### config.mk
export PLATFORM = sky130hd
export DESIGN_NAME = latch_q_monitor
export DESIGN_NICKNAME = d
export VERILOG_FILES = /design/src/rtl/latch_q_monitor.sv
export SDC_FILE = /design/constraint.sdc
export NUM_CORES = 1
export LEC_CHECK = 0
export CAP_MARGIN = 20
export CELL_PAD_IN_SITES_DETAIL_PLACEMENT = 1
export CELL_PAD_IN_SITES_GLOBAL_PLACEMENT = 2
export CORE_MARGIN = 1
export CORE_UTILIZATION = 36
export CTS_BUF_LIST = sky130_fd_sc_hd__clkbuf_2 sky130_fd_sc_hd__clkbuf_4 sky130_fd_sc_hd__clkbuf_8
export CTS_CLUSTER_DIAMETER = 40
export CTS_CLUSTER_SIZE = 40
export DETAILED_ROUTE_END_ITERATION = 12
export GPL_TIMING_DRIVEN = 0
export PLACE_DENSITY = 0.88
export SLEW_MARGIN = 20
export SYNTH_ARGS = -nofsm -noshare
export SYNTH_HDL_FRONTEND = slang
export SYNTH_SLANG_ARGS = --single-unit
### constraint.sdc
create_clock -name clk -period 2.4 [get_ports clk]
set_input_delay 0.48 -clock clk [delete_from_list [all_inputs] [get_ports clk]]
set_output_delay 0.48 -clock clk [all_outputs]
set_load 0.02 [all_outputs]
### src/rtl/latch_q_monitor.sv
// Brings the gated-latch Q output into the clk domain and detects its edges.
// Keeps live transition and run statistics, and freezes a snapshot of them under a four-phase handshake.
module latch_q_monitor #(
  parameter int unsigned CNT_W = 8,
  parameter int unsigned RUN_W = 12
) (
  input  logic             clk,
  input  logic             reset,
  input  logic             q_in,
  input  logic             clear,
  input  logic             snap_req,
  output logic             snap_ack,
  output logic             q_sync,
  output logic             rise_pulse,
  output logic             fall_pulse,
  output logic [CNT_W-1:0] snap_rise,
  output logic [CNT_W-1:0] snap_fall,
  output logic [RUN_W-1:0] snap_max
);

  typedef enum logic {IDLE, ACK} state_t;

  localparam logic [CNT_W-1:0] CNT_MAX = '1;
  localparam logic [RUN_W-1:0] RUN_MAX = '1;

  state_t           state_q, state_d;
  logic             s1_q, s2_q, s3_q;
  logic             rise_pulse_q, fall_pulse_q;
  logic [CNT_W-1:0] rise_cnt_q, rise_cnt_d;
  logic [CNT_W-1:0] fall_cnt_q, fall_cnt_d;
  logic [RUN_W-1:0] run_len_q, run_len_d;
  logic [RUN_W-1:0] max_run_q, max_run_d;
  logic [CNT_W-1:0] snap_rise_q, snap_fall_q;
  logic [RUN_W-1:0] snap_max_q;
  logic             rise_evt, fall_evt, capture;

  assign rise_evt = s2_q & ~s3_q;
  assign fall_evt = ~s2_q & s3_q;

  always_comb begin
    rise_cnt_d = rise_cnt_q;
    fall_cnt_d = fall_cnt_q;
    run_len_d  = '0;
    max_run_d  = (run_len_q > max_run_q) ? run_len_q : max_run_q;
    if (rise_evt && (rise_cnt_q != CNT_MAX)) rise_cnt_d = rise_cnt_q + 1'b1;
    if (fall_evt && (fall_cnt_q != CNT_MAX)) fall_cnt_d = fall_cnt_q + 1'b1;
    if (s2_q) run_len_d = (run_len_q == RUN_MAX) ? run_len_q : run_len_q + 1'b1;
    if (clear) begin
      rise_cnt_d = '0;
      fall_cnt_d = '0;
      run_len_d  = '0;
      max_run_d  = '0;
    end
  end

  always_comb begin
    state_d = state_q;
    capture = 1'b0;
    case (state_q)
      IDLE: if (snap_req) begin
        capture = 1'b1;
        state_d = ACK;
      end
      ACK: if (!snap_req) state_d = IDLE;
      default: state_d = IDLE;
    endcase
  end

  always_ff @(posedge clk) begin
    if (!reset) begin
      state_q      <= IDLE;
      s1_q         <= 1'b0;
      s2_q         <= 1'b0;
      s3_q         <= 1'b0;
      rise_pulse_q <= 1'b0;
      fall_pulse_q <= 1'b0;
      rise_cnt_q   <= '0;
      fall_cnt_q   <= '0;
      run_len_q    <= '0;
      max_run_q    <= '0;
      snap_rise_q  <= '0;
      snap_fall_q  <= '0;
      snap_max_q   <= '0;
    end else begin
      state_q      <= state_d;
      s1_q         <= q_in;
      s2_q         <= s1_q;
      s3_q         <= s2_q;
      rise_pulse_q <= rise_evt;
      fall_pulse_q <= fall_evt;
      rise_cnt_q   <= rise_cnt_d;
      fall_cnt_q   <= fall_cnt_d;
      run_len_q    <= run_len_d;
      max_run_q    <= max_run_d;
      // Snapshot takes pre-edge live values, so a same-edge clear or pulse is excluded.
      if (capture) begin
        snap_rise_q <= rise_cnt_q;
        snap_fall_q <= fall_cnt_q;
        snap_max_q  <= max_run_q;
      end
    end
  end

  assign snap_ack   = (state_q == ACK);
  assign q_sync     = s2_q;
  assign rise_pulse = rise_pulse_q;
  assign fall_pulse = fall_pulse_q;
  assign snap_rise  = snap_rise_q;
  assign snap_fall  = snap_fall_q;
  assign snap_max   = snap_max_q;

endmodule

==> impl_metrics.csv <==
group,metric,value,unit
placement,place_inst,596,
worst_setup_path,r2r.worst_path.cells,8,
worst_setup_path,slowest_stage,"dfxtp_1",
worst_setup_path,r2r_end,"max_run_q[10]",
drt,drt_iter0_markers,87,
clock_network,clkTransAtPathRegs,80,ps
layout,area_delta_synth_final,20.6,%
synth,ys_ff_latch,74,
floorplan,die_height,102,um
synth,ys_seq_area_share,41.1,%
clock_network,cts_buffers,9,
worst_setup_path,critPathBufInv,2,
synth,ys.flop_type,"dfxtp_1",
drt,wirelength,9340,um
placement,dp_slack,-65.4,ps
floorplan,die_w,102,um
global_route,grt_max_degree,14,
layout,fill_cells,1185,
status,status,"finished clean",
layout,regArea,1480,um^2
global_route,grt.overflow.total,0,
synth,yosysMostFrequentCell,"nand2_1",
sta,holdWs,440,ps
sta,fin_ws,195,ps
synth,synth_area,3610,um^2
global_route,track_usage,19.0,%
global_route,grt_pass1_vias,3117,
worst_setup_path,path_class,"reg2reg",
placement,place.gp.congestion,0.747,
synth,synth_largest_area_cell,"dfxtp_1",
power,irDropWorstVdd,0.240,mV
global_route,grt_pass1_wl,15100,um
floorplan,fp.coreArea,9730,um^2
layout,fin_util,44.7,%
synth,syn-instance-count,427,
sta,finalClockSkew,7.30,ps
layout,multiInputGateArea,1940,um^2
synth,synth_cell_type_count,46,
layout,n_antenna_cell,0,
worst_setup_path,reg2reg_from,"run_len_q[10]",
clock_network,post-cts-setup-buffer-count,0,
floorplan,rows,36,
sta,slew_headroom,65.5,%
synth,synth_edf_count,0,
floorplan,die_area,10400,um^2
synth,syn_nets,447,
sta,setup_viol,0,
worst_setup_path,worstPathRequired,2640,ps
worst_setup_path,crit_arrival,2440,ps
drt,ant_nets,0,
drt,dr.pass1.iters,4,
synth,synth_area_leaders,"dfxtp_1 41%, nand2_1 8.0%, a21boi_0 5.8%, ha_1 5.2%, nor2_1 3.3%",
placement,dpl_cell_area,4130,um^2
min_path,hold_path_class,"reg2reg",
drt,via_per_inst,5.22,
worst_setup_path,cpPeakStageDelay,450,ps
clock_network,cts_sinks,74,
synth,async_reset_ff_share,0,%
global_route,antenna_found_initial,0,
min_path,holdPathStages,1,
drt,vias,3192,
sta,layout_min_cycle_time,2210,ps
placement,dp_hpwl,7100,um
worst_setup_path,crit_family,"compound AO/OA/AOI/OAI gates",
sta,drv_slew,0,
floorplan,initial_utilization,37.1,%
worst_setup_path,cp_max_fo,10,
sta,worst_pin_slew,517,ps
clock_network,cts_root_buffer,"clkbuf_8",
power,p_total,2.41,mW
synth,ys.warnings.count,0,
layout,nets,494,
drt,drc,0,
clock_network,clk_latency,360,ps
min_path,whs_endpoint,"q_sync",
drt,wire_per_inst,15.3,um
worst_setup_path,endpoint_kind,"flip-flop",
clock_network,htreeDepth,3,
worst_setup_path,worstPathCellList,"ha_1 > a21oi_1 > nand2_1 > a21o_1 > buf_6 > dlygate4sd1_1 > o21ai_0 > nand3_1",
sta,finalHoldViolations,0,
synth,synth_top_area_share,41.1,%
clock_network,hold_buffers,0,
worst_setup_path,worstSetupStartpointType,"flip-flop",
worst_setup_path,startpoint,"run_len_q[10]",
floorplan,pin_count,37,
sta,max_clock_freq,453,MHz
sta,rsz0062_at_grt,"no",
power,p_leak,1.57,nW
power,power_density,554,nW/um^2
clock_network,cts.path.max_buffers,2,
sta,tns,0,ps
placement,io_buffers,36,
worst_setup_path,rrSetupSlack,190,ps
layout,final_cells,612,
min_path,min_from,"s1_q",
sta,post-route-period-util,91.9,%
clock_network,cts_tree,"done",
clock_network,cts_resized,0,
synth,synth_commonest_cells,"77 x nand2_1, 74 x dfxtp_1, 32 x nor2_1",
layout,stdcell_area,4350,um^2
job,cap_violations,0,
synth,synth_area_per_cell,8.44,um^2
layout,drive_above_1_share,10.0,%
[layer usage]
| layer | share of wire [%] | up-vias | global-route usage, % |
|---|---|---|---|
| met5 | 0 | - | 0 |
| met3 | 3.1 | 16 | 4.24 |
| met1 | 44 | 1548 | 21.8 |
| met2 | 51 | 56 | 34.1 |
| met4 | 1.8 | 0 | 7.80 |
| li1 | - | 1572 | - |
[state kept, by name, indices dropped and copies added (netlist names)]
signal,count
max_run_q,12
run_len_q,12
snap_max,12
fall_cnt_q,8
rise_cnt_q,8
snap_fall,8
snap_rise,8
fall_pulse,1
q_sync,1
rise_pulse,1
s1_q,1
s3_q,1
snap_ack,1
[placed cells by master (no fill, tap or decap), drive strengths merged, types with 7 or more instances in the layout]
| master | instances |
|---|---|
| nand2 | 77 |
| dfxtp | 74 |
| clkdlybuf4s50 | 36 |
| nor2 | 32 |
| a21boi | 29 |
| a21oi | 25 |
| nand3 | 21 |
| clkbuf | 21 |
| o21ai | 16 |
| ha | 15 |
| and3 | 15 |
| inv | 14 |
| or4 | 12 |
| buf | 12 |
| nand4 | 10 |
| xor2 | 7 |
| xnor2 | 7 |
| nor3 | 7 |
| and2 | 7 |
[layout make-up]
class | instances | share of cell area [%]
inverter | 13 | 1.12
clock buffer | 9 | 2.85
buffer | 25 | 3.08
multi-input combinational | 315 | 44.6
tap | 133 | 3.83
clock inverter | 7 | 2.13
timing repair buffer | 36 | 8.29
sequential | 74 | 34.1
[worst max-delay path by stage]
stage	endpoint	slack [ps]	cells after the start
floorplan	max_run_q[10]	570	8
global placement	run_len_q[10]	-40	7
detailed placement	run_len_q[8]	-70	7
CTS	max_run_q[1]	190	8
global route	max_run_q[1]	50	8
finish	max_run_q[10]	190	8
[report_power, final]
part / internal (mW) / leakage (nW) / switching [mW]
Sequential: 1.23 / 0.597 / 0.00505
Clock: 0.585 / 0.113 / 0.500
Combinational: 0.0316 / 0.857 / 0.0567
[logic make-up (layout without fill, tap and decap cells)]
| logic type | after synthesis | count (layout) | synth area share [%] |
|---|---|---|---|
| buf+inv | 38 | 90 | 5.07 |
| flops | 74 | 74 | 41.1 |
| simple gates | 203 | 203 | 29.1 |
| fa+ha+maj | 15 | 15 | 5.20 |
| mux | 3 | 3 | 0.833 |
| xor+xnor | 14 | 14 | 3.40 |
| compound gates | 80 | 80 | 15.3 |
No activity file was read; power rests on OpenSTA's default activity.
==> RTL edit 1 (same settings) <==
Set the parameter `RUN_W` to 16 (it was 12).
--- a/src/rtl/latch_q_monitor.sv
+++ b/src/rtl/latch_q_monitor.sv
@@ -4,3 +4,3 @@
   parameter int unsigned CNT_W = 8,
-  parameter int unsigned RUN_W = 12
+  parameter int unsigned RUN_W = 16
 ) (
Interface: changed (resized snap_max); port bits go from 37 to 41. The function was not compared with the original's and may differ.
==> RTL edit 1 against the unedited design <==
- first-iteration DRC count increased by 37%
- fmax decreased by 3.7%
- sequential cell count increased by 12
- area after synthesis increased by 14%
- clock skew increased by 0.0048 ns
- worst setup slack got worse by 0.085 ns
- total power increased by 1.5%
- sequential share of layout area increased by 1.3 points
- final area increased by 12%
- global-route usage increased by 1.8 points
- die area increased by 14%
- wire length increased by 20%
- clock power decreased by 16%
==> RTL edit 1: results (changes against the unedited design) <==
| Metric | Value |
|---|---|
| # port buffers | 40 (+11%) |
| Clock sink count | 86 (+16%) |
| Max incr delay on CP | 0.47 ns (+0.02 ns) |
| Mapped Nets | 514 (+15%) |
| Layout fillers | 1309 (+10%) |
| Slew Limit Headroom | 0.588 (-0.0671) |
| Outcome | finished clean |
| Inverters | 19 (+6) |
| Crit path from | run_len_q[1]$_SDFFE_PP0P_ |
| Post-Place Cell Area | 4690 um2 (+14%) |
| Buffers excl. clock | 69 (+13%) |
| Design Area, Final | 4870 um2 (+12%) |
| Skew final | 0.0121 ns (+0.00479 ns) |
| Multi-input logic cell count | 358 (+14%) |
| Register area share after synthesis | 0.418 (+0.00754) |
| Tot GR Track Use | 0.208 (+0.0180) |
| Sequential Power Share | 0.586 (+0.073) |
| Static Leak | 1.69 nW (+7.6%) |
| Final Critical Period | 2.29 ns (+0.0850 ns) |
| Unique masters post-synth | 44 (-4.3%) |
| Pre-CTS setup slack | -0.151 ns (-0.0854 ns) |
| Clock network area share | 0.0331 (-0.0166) |
| CORE AREA | 11000 um2 (+13%) |
| Final Non-Filler Cells | 685 (+12%) |
| Dpl cells | 670 (+12%) |
| Wire length on met2 | 5510 um (+15%) |
| Switching pwr | 574 uW (+2.0%) |
| Post-DP HPWL | 8370 um (+18%) |
| Mapped Cells | 490 (+15%) |
| Wire length on met1 | 4990 um (+22%) |
| Vias per Instance | 5.31 (+1.7%) |
| P_clk | 911 uW (-16%) |
| Worst Hold Slack | 0.449 ns (+0.00901 ns) |
| Pin count of the biggest net entering global routing | 13 (-1) |
| Reg2Reg Depth | 7 (-1) |
| Ratio of cells with drive above 1 in the final layout | 0.0642 (-0.0360) |
| Final #Nets | 567 (+15%) |
| Area of the multi-input gates | 2200 um2 (+13%) |
| Gpl congestion | 0.816 (+9.3%) |
| 1st-iter DRT viols | 119 (+37%) |
==> RTL edit 1: changes by cell type after synthesis, sizes merged, moves of 6 or more <==
| cell | unedited run | this run |
|---|---|---|
| a31oi | 3 | 22 |
| nor3 | 7 | 22 |
| dfxtp | 74 | 86 |
| or4 | 12 | 0 |
| a21oi | 25 | 15 |
| clkbuf | 12 | 20 |
| o21ai | 16 | 24 |
| xnor2 | 7 | 15 |
| nand2 | 77 | 84 |
| inv | 13 | 19 |
==> RTL edit 1: kinds of logic after synthesis <==
| logic type | share of synthesized area |
|---|---|
| AND/OR/NAND/NOR | 0.261 |
| AO/OA/AOI/OAI | 0.173 |
| flip-flops | 0.418 |
| buffers and inverters | 0.0471 |
| XOR/XNOR | 0.0426 |
| adder cells (fa/ha/maj) | 0.0578 |
==> RTL edit 1: metal layers <==
metal | track usage | vias up
li1 | - | 1804
met1 | 0.237 | 1755
met2 | 0.368 | 53
met3 | 0.0574 | 23
met4 | 0.0772 | 0
met5 | 0 | -
==> RTL edit 2 (same flow settings) <==
Made on the original files. Reset style: asynchronous (`reset`), changed in one clocked block.
--- a/src/rtl/latch_q_monitor.sv
+++ b/src/rtl/latch_q_monitor.sv
@@ -68,3 +68,3 @@
 
-  always_ff @(posedge clk) begin
+  always_ff @(posedge clk or negedge reset) begin
     if (!reset) begin
Behaviour: differs if reset is asserted again (counterexample within 4 cycles, from zero or initial values and one cycle with reset low); with reset held inactive, the same outputs for 10 cycles.
==> RTL edit 2 against the unedited design <==
- count of clock-buffer cells in the layout unchanged
- area after synthesis grew 2.7%
- clock skew increased by 0.00078 ns
- non-clock buffer count decreased by 7
- critical path depth shrank 1
- cell count decreased by 9.8%
- final area rose by 2.4%
- wire length decreased by 3.4%
- worst setup slack improved by 0.016 ns
- sequential cell count unchanged
- critical path type unchanged
- critical endpoint is now max_run_q[9]$_DFFE_PN0P_
Power is not compared: it rests on default switching activity, and its combinational part moved more than twofold at a synthesized area within 25%.
==> RTL edit 2: results (changes against the unedited design) <==
| Metric | Value |
|---|---|
| Met3 Use GR | 0.0356 (-0.00679) |
| Synth area leaders | dfrtp_1, ha_1, mux2_2 |
| Pre-CTS setup slack | 0.0320 ns (+0.0974 ns) |
| Ratio of cells with drive above 1 in the final layout | 0.110 (+0.00958) |
| Vias | 2916 (-8.6%) |
| Pin count of the biggest net entering global routing | 45 (+31) |
| Final Non-Filler Cells | 552 (-9.8%) |
| CTS clk-pin slew, worst paths | 0.09 ns |
| Post-synth top cells | dfrtp_1, nor2_1, nand2_1 |
| Reg-to-Reg Start | run_len_q[5]$_DFFE_PN0P_ |
| Mapped Nets | 386 (-14%) |
| 1st-iter DRT viols | 70 (-20%) |
| Final #Nets | 434 (-12%) |
| Gpl congestion | 0.767 (+2.7%) |
| Post-DP HPWL | 6500 um (-8.4%) |
| Post-Place Cell Area | 4250 um2 (+2.8%) |
| Wire length on met1 | 4380 um (+6.8%) |
| Hold Path Class | input pin to async pin |
| Wire length on met2 | 4260 um (-11%) |
| First-pass GRT wire length | 15200 um (+0.82%) |
| Crit path max-delay cell type | dfrtp_1 |
| Dpl cells | 536 (-10%) |
| Worst Max-Slew Pin Slew | 0.629 ns (+0.112 ns) |
| Unique masters post-synth | 42 (-8.7%) |
| Outcome | finished clean |
| CP endpoint | max_run_q[9]$_DFFE_PN0P_ |
| Register area share after synthesis | 0.500 (+0.0892) |
| Worst EP arrival | 2.48 ns (+0.04 ns) |
| Async S/R FF share, synth | 1.00 (+1.00) |
| Mapped Cells | 366 (-14%) |
| R2r setup slk | 0.21 ns (+0.02 ns) |
| Worst Hold Slack | 0.0504 ns (-0.390 ns) |
| Met3 Routed Length | 262 um (-9.3%) |
| GR Util met2 | 0.298 (-0.0432) |
| Reg2Reg Depth | 7 (-1) |
| Tot GR Track Use | 0.186 (-0.00452) |
-- RTL edit 2: cell count changes after synthesis, sizes merged, moves of 11 or more --
cell | unedited run | this run
or4 | 12 | 0
o21ai | 16 | 28
and3 | 15 | 4
nand2 | 77 | 27
dfrtp | 0 | 74
a22oi | 0 | 12
a21oi | 25 | 9
mux2 | 0 | 16
a21boi | 29 | 1
dfxtp | 74 | 0
-- RTL edit 2: logic make-up after synthesis --
family	share of synthesized area
mux	0.0514
flops	0.500
buf+inv	0.0375
xor+xnor	0.0449
compound gates	0.119
fa+ha+maj	0.0507
simple gates	0.196
-- RTL edit 2: cell type report --
class                      instances  area (um2)  share of cell area
sequential                        74        1850               0.416
multi-input combinational        257        1710               0.385
timing repair buffer              37         378              0.0848
tap                              133         166              0.0374
clock buffer                       9         124              0.0278
clock inverter                     7        82.6              0.0185
buffer                            17        71.3              0.0160
inverter                          18        67.6              0.0152
